**config.mk**
```make
export PLATFORM = sky130hd
export DESIGN_NAME = if_stage
export DESIGN_NICKNAME = d
export VERILOG_FILES = /design/src/rtl/if_stage.sv
export SDC_FILE = /design/constraint.sdc
export NUM_CORES = 1
export LEC_CHECK = 0
export ABC_AREA = 1
export BUFFER_PORTS_ARGS = -buffer_cell sky130_fd_sc_hd__buf_2
export CAP_MARGIN = 40
export CELL_PAD_IN_SITES_DETAIL_PLACEMENT = 0
export CELL_PAD_IN_SITES_GLOBAL_PLACEMENT = 1
export CORE_MARGIN = 4
export CORE_UTILIZATION = 27
export CTS_CLUSTER_SIZE = 28
export DETAILED_ROUTE_END_ITERATION = 8
export PLACE_DENSITY_LB_ADDON = 0.1
export SYNTH_ARGS = -nofsm -noshare
export SYNTH_HDL_FRONTEND = slang
export SYNTH_SLANG_ARGS = --single-unit
```
**constraint.sdc**
```tcl
create_clock -name clk -period 2.1 [get_ports clk]
set_input_delay 0.315 -clock clk [delete_from_list [all_inputs] [get_ports clk]]
set_output_delay 0.315 -clock clk [all_outputs]
set_load 0.01 [all_outputs]
```
**src/rtl/if_stage.sv**
```systemverilog
// Instruction-fetch stage: owns the PC, drives the instruction memory address and fills IF/ID.
// Optional performance counters are enabled with `define IF_STAGE_PERF_CNT_EN.
module if_stage #(
   parameter logic [31:0] RESET_PC = 32'h0000_0000,
   parameter int unsigned IM_BYTES = 128,
   parameter logic [31:0] NOP_WORD = 32'h0000_0000
) (
   input  logic        clk,
   input  logic        rst,
   input  logic        stall,
   input  logic        flush,
   input  logic        redirect_valid,
   input  logic [31:0] redirect_target,
   output logic [31:0] InstrAddr,
   input  logic [31:0] Instruction,
   output logic [31:0] ifid_pc,
   output logic [31:0] ifid_pc_plus4,
   output logic [31:0] ifid_instr,
   output logic        ifid_valid,
   output logic        addr_err
`ifdef IF_STAGE_PERF_CNT_EN
   ,
   output logic [31:0] fetch_count,
   output logic [31:0] stall_count
`endif
);

   // Keeps addresses word-aligned and inside the memory window in one AND.
   localparam logic [31:0] PC_MASK  = 32'(IM_BYTES - 1) & ~32'h0000_0003;
   localparam logic [31:0] IM_LIMIT = 32'(IM_BYTES);

   logic [31:0] pc_q, pc_d;
   logic [31:0] ifid_pc_q, ifid_pc_d;
   logic [31:0] ifid_pc_plus4_q, ifid_pc_plus4_d;
   logic [31:0] ifid_instr_q, ifid_instr_d;
   logic        ifid_valid_q, ifid_valid_d;
   logic        addr_err_q, addr_err_d;
   logic [31:0] pc_plus4;

   assign pc_plus4 = (pc_q + 32'd4) & PC_MASK;

   always_comb begin
      pc_d            = pc_q;
      ifid_pc_d       = ifid_pc_q;
      ifid_pc_plus4_d = ifid_pc_plus4_q;
      ifid_instr_d    = ifid_instr_q;
      ifid_valid_d    = ifid_valid_q;
      addr_err_d      = addr_err_q;
      if (redirect_valid) begin
         pc_d            = redirect_target & PC_MASK;
         ifid_pc_d       = 32'h0;
         ifid_pc_plus4_d = 32'h0;
         ifid_instr_d    = NOP_WORD;
         ifid_valid_d    = 1'b0;
         if ((redirect_target[1:0] != 2'b00) || (redirect_target >= IM_LIMIT)) begin
            addr_err_d = 1'b1;
         end
      end else if (flush) begin
         // PC held so the killed address is fetched again next cycle.
         ifid_pc_d       = 32'h0;
         ifid_pc_plus4_d = 32'h0;
         ifid_instr_d    = NOP_WORD;
         ifid_valid_d    = 1'b0;
      end else if (!stall) begin
         pc_d            = pc_plus4;
         ifid_pc_d       = pc_q;
         ifid_pc_plus4_d = pc_plus4;
         ifid_instr_d    = Instruction;
         ifid_valid_d    = 1'b1;
      end
   end

   always_ff @(posedge clk) begin
      if (rst) begin
         pc_q            <= RESET_PC & PC_MASK;
         ifid_pc_q       <= 32'h0;
         ifid_pc_plus4_q <= 32'h0;
         ifid_instr_q    <= NOP_WORD;
         ifid_valid_q    <= 1'b0;
         addr_err_q      <= 1'b0;
      end else begin
         pc_q            <= pc_d;
         ifid_pc_q       <= ifid_pc_d;
         ifid_pc_plus4_q <= ifid_pc_plus4_d;
         ifid_instr_q    <= ifid_instr_d;
         ifid_valid_q    <= ifid_valid_d;
         addr_err_q      <= addr_err_d;
      end
   end

   assign InstrAddr     = pc_q;
   assign ifid_pc       = ifid_pc_q;
   assign ifid_pc_plus4 = ifid_pc_plus4_q;
   assign ifid_instr    = ifid_instr_q;
   assign ifid_valid    = ifid_valid_q;
   assign addr_err      = addr_err_q;

`ifdef IF_STAGE_PERF_CNT_EN
   logic [31:0] fetch_count_q, fetch_count_d;
   logic [31:0] stall_count_q, stall_count_d;

   // Saturating event counters.
   always_comb begin
      fetch_count_d = fetch_count_q;
      stall_count_d = stall_count_q;
      if (!redirect_valid && !flush && !stall && (fetch_count_q != 32'hFFFF_FFFF)) begin
         fetch_count_d = fetch_count_q + 32'd1;
      end
      if (!redirect_valid && !flush && stall && (stall_count_q != 32'hFFFF_FFFF)) begin
         stall_count_d = stall_count_q + 32'd1;
      end
   end

   always_ff @(posedge clk) begin
      if (rst) begin
         fetch_count_q <= 32'h0;
         stall_count_q <= 32'h0;
      end else begin
         fetch_count_q <= fetch_count_d;
         stall_count_q <= stall_count_d;
      end
   end

   assign fetch_count = fetch_count_q;
   assign stall_count = stall_count_q;
`endif

endmodule

```
==> Yosys cells after proc, flatten, opt, wreduce, memory -nomap -nowiden <==
Cells that the tools add are included.
{ "classes": {"n_mux": 3, "order_cmp": 1, "n_eq_ne": 2, "addsub": 1, "reduce_logical": 5} }
{ "ops": {"columns": ["operator", "n"], "rows": [
  ["32-bit by 8-bit greater-or-equal comparator with 1-bit output, second input constant", 1],
  ["7-bit 2-to-1 mux", 3],
  ["7-bit by 3-bit adder with 7-bit output, second input constant", 1],
  ["2-bit by 1-bit inequality test with 1-bit output, second input constant", 2],
  ["2-bit AND reduction", 2],
  ["3-bit OR reduction", 1],
  ["2-bit nonzero test", 1],
  ["1-bit logical OR", 1]
]} }
{ "totals": {"out_inout_bits": 130, "regBits": 49, "input_bits": 69, "elab_cells": 18} }

==> Depth between registers and ports, before layout <==
{ "depth": {"ltp_word": 4, "mapped_depth": 7, "ltp_nobuf": 6} }

==> Least setup slack after synthesis <==
Ideal clock, no wire load.
{ "synth_path": {"kind": "flip-flop to flip-flop", "startpoint": "register pc_q[3], in the netlist InstrAddr[3]", "endpoint": "register ifid_pc_plus4_q[6], in the netlist ifid_pc_plus4[6]", "n_path_buf": 0, "period_less_slack_ns": 1.138, "required_time_ns": 1.984, "slack_ns": 0.962, "stages_incl_launch_ff": 6, "arrival_time_ns": 1.023, "cell_sequence": "dfxtp_1 ha_1 nand3_1 xnor2_1 o21ai_0 inv_1"} }
{ "synth_between": {"elab_chain_len": 1} }
{ "synth_lines": {"columns": ["element", "line", "rtl"], "rows": [
  ["from (decl)", "32", "logic [31:0] pc_q, pc_d;"],
  ["from (signal assigned)", "75", "pc_q <= RESET_PC & PC_MASK;"],
  ["from (signal assigned)", "82", "pc_q <= pc_d;"],
  ["7-bit by 3-bit adder with 7-bit output", "40", "assign pc_plus4 = (pc_q + 32'd4) & PC_MASK;"],
  ["to (signal assigned)", "84", "ifid_pc_plus4_q <= ifid_pc_plus4_d;"],
  ["to (decl)", "34", "logic [31:0] ifid_pc_plus4_q, ifid_pc_plus4_d;"]
]} }
No other way between the ends.
A chain may end at the register's enable or synchronous reset.

==> Worst setup path after layout <==
{ "layout_path": {"startpoint": "register pc_q[4], in the netlist InstrAddr[4]", "endpoint": "output port InstrAddr[4]"} }
{ "layout_lines": {"columns": ["element", "line", "rtl"], "rows": [
  ["to (decl)", "14", "output logic [31:0] InstrAddr,"]
]} }
No word-level cell between the ends.

==> summary.txt <==
Run status
  • Outcome: completed

Drt
  • TritonRoute pass-1 iters: 4
  • DR WL/cell: 11.8 microns
  • Residual DRC: 0
  • First DRT Iteration DRCs: 55
  • Final antenna-violating net count: 0
  • Vias post-DR: 2170
  • Vias/cell: 3.91
  • DRT Wirelength: 6.54 mm

Finish
  • NumNets Final: 516
  • Area growth from synthesis to layout: 18.0%
  • Design Area, Final: 0.00294 sq mm
  • Layout cell share with drive strength beyond 1: 29.3%
  • Antenna diodes: 0
  • Final-layout fill cell count: 1004

Critical path
  • Setup slack, reg-to-reg: 0.93 ns
  • Element type at the critical path end: primary output
  • Critical Path End: InstrAddr[4]
  • Reg2reg path depth: 5
  • Max stage delay on crit path: 0.47 ns
  • Worst setup SP type: register
  • Critical path cell sequence: buf_2
  • Crit path from: InstrAddr[4]$_SDFFE_PP0P_
  • CP bufs+invs: 1
  • Crit-path leading delay family: flip-flops
  • Crit Path Category: register to primary output
  • R2r endpoint: InstrAddr[6]$_SDFFE_PP0P_
  • Worst path depth: 1
  • R2R Path Start: InstrAddr[3]$_SDFFE_PP0P_
  • Crit path DAT: 0.96 ns
  • Data required time of the worst path: 1.78 ns
  • Crit path max fanout: 6
  • CP max stage cell: dfxtp_1

Timing
  • Part of the cycle the worst path needs: 60.5%
  • Hold Violations, Final: 0
  • Setup Skew: 0.00851 ns
  • Max Freq: 787 MHz
  • Final Slew Violations: 0
  • RSZ-0062 raised after global routing: false
  • Final TNS setup: 0 ns
  • Min cycle time layout: 1.27 ns
  • Slew HR: 50.5%
  • Worst-Margin Slew: 0.741 ns
  • Final worst setup slack: 0.829 ns
  • Final Setup Violations: 0

Clocking
  • TritonCTS clock tree: done
  • Clock Sinks: 49
  • CTS root buffer: clkbuf_8
  • Post-CTS Setup Bufs: 0
  • CTS Hold Bufs: 0
  • Reg clk slew, reported paths: 0.09 ns
  • PostCTS Resize Cnt: 0
  • Clk_lat worst skew: 0.30 ns
  • Number of CTS-inserted buffers: 5
  • CTS HTree Levels: 2
  • CTS Buffer Depth: 2

Yosys
  • Async set or reset register ratio after synthesis: 0%
  • Syn Inst Count: 334
  • YS warnings: 0
  • Synth cell types: 23
  • FF+latch count, synth: 49
  • Synthesized area per cell: 7.47 sq um
  • Primary FF master, synth: dfxtp_1
  • Sequential fraction of the synthesis area: 39.3%
  • Post-synth EDFFs: 0
  • Syn Std Cell Area: 0.00249 sq mm

Place
  • Post-Place Setup Slack: 0.632 ns
  • Placement Cell Area: 0.00286 sq mm
  • PortBufs: 117
  • GP Congestion: 0.712
  • Detailed placement HPWL: 4.97 mm

Floorplan
  • FP Rows: 34
  • Die W: 104 microns
  • Initial Util: 28.2%
  • Die Y: 104 microns
  • I/O pin total: 199
  • Full die area: 0.0108 sq mm
  • Core ar.: 0.00885 sq mm

GRT
  • Initial antenna violation count: 0
  • Gr usage total: 11.4%
  • Vias in the first global route: 2096
  • Largest net degree at the start of global routing: 44
  • Total gr overflow: 0
  • First-pass GRT wire length: 10.2 mm

Flow run
  • Max-cap violations: 0

Pwr
  • Sw Ratio: 28.7%
  • Reg power frac: 54.0%
  • Cell Pwr Density: 610 mW/mm^2
  • Psw: 0.515 mW
  • Clock Power Share: 30.5%
  • Worst IR Drop VDD: 0.233 mV
  • Int Pwr: 1.28 mW
  • Static leakage: 1.54 nW
  • Comb pwr share: 15.5%

Hold path
  • HP Class: input pin to register
stage by stage:
step	util (%)	total power, mW	std cells	hold slack [ns]
2_1_floorplan	-	1.27	414	0.384
6_report	33.3	1.79	555	0.253
5_1_grt	33.3	1.91	555	0.242
3_3_place_gp	32.3	1.27	547	0.443
4_1_cts	33.3	1.84	555	0.232
3_5_place_dp	32.3	1.27	547	0.453
worst min path at each step:
| stage | start | endpoint | slack, ns | cells after the start |
|---|---|---|---|---|
| 4_1_cts | Instruction[10] | ifid_instr[10]$_SDFFE_PP0N_ | 0.23 | 3 |
| 5_1_grt | Instruction[17] | ifid_instr[17]$_SDFFE_PP0N_ | 0.24 | 3 |
| 2_1_floorplan | rst | addr_err$_SDFFE_PP0P_ | 0.38 | 1 |
| 6_report | Instruction[10] | ifid_instr[10]$_SDFFE_PP0N_ | 0.25 | 3 |
| 3_5_place_dp | ifid_instr[17]$_SDFFE_PP0N_ | ifid_instr[17]$_SDFFE_PP0N_ | 0.45 | 2 |
| 3_3_place_gp | ifid_instr[14]$_SDFFE_PP0N_ | ifid_instr[14]$_SDFFE_PP0N_ | 0.44 | 2 |
sequential cells by signal, summed over array words and instances (netlist names):
signal / flops
InstrAddr: 5
ifid_instr: 32
ifid_pc_plus4: 5
addr_err: 1
ifid_pc: 5
ifid_valid: 1
cell families (layout without fill, tap and decap cells):
family,count (synthesis),after routing,synth area share (%)
and+or+nand+nor,122,122,18.8
buffers and inverters,106,139,28.9
AOI/OAI and AO/OA,52,52,11.3
DFF,49,49,39.3
xor gates and xnor gates,3,3,1.05
adders and majority gates,1,1,0.502
other,1,81,0.150
layout by cell type (no fill, tap or decap):
master	n
a21oi_1	40
a21oi_2	1
a221oi_2	1
a31oi_1	3
buf_2	117
buf_4	2
clkbuf_1	1
clkbuf_8	5
clkinvlp_4	2
conb_1	81
dfxtp_1	49
ha_1	1
inv_1	10
inv_2	2
nand2_1	89
nand3_1	3
nor2_1	28
nor3_1	1
nor3_2	1
o21ai_0	5
o21ai_1	1
o221ai_1	1
xnor2_1	2
xor2_1	1
synth_stat cells (3+ instances only):
cell      number  area (sq um)
inv_1         10          37.5
a21oi_1       40           200
clkbuf_1       4          15.0
nand2_1       89           334
nand3_1        3          15.0
nor2_1        28           105
a31oi_1        3          18.8
buf_4         81           608
buf_2          8          40.0
o21ai_0        5          25.0
dfxtp_1       49           981
per-layer routing:
| metal | up-vias | track usage [%] | part of all wire, % |
|---|---|---|---|
| met2 | 112 | 20.1 | 48 |
| met3 | 5 | 4.53 | 11 |
| met1 | 942 | 12.8 | 41 |
| met5 | - | 0 | 0 |
| met4 | 0 | 2.85 | 0.66 |
| li1 | 1111 | - | - |
power by group through the flow:
stage | combinational, mW | clock (mW) | sequential, mW
finish | 0.278 | 0.547 | 0.969
global route | 0.317 | 0.619 | 0.973
CTS | 0.279 | 0.589 | 0.970
detailed placement | 0.278 | 0 | 0.991
global placement | 0.279 | 0 | 0.991
floorplan | 0.268 | 0 | 0.999
layout make-up:
class	count	area, sq um	area share [%]
repair buffers	119	601	20.4
inverters	12	45.0	1.53
clock buffers	6	72.6	2.47
flip-flops and latches	49	981	33.3
well taps	108	135	4.59
multi-input cells	259	1090	37.2
clock inverters	2	15.0	0.510
Note: power is estimated with default switching activity, not from simulation.
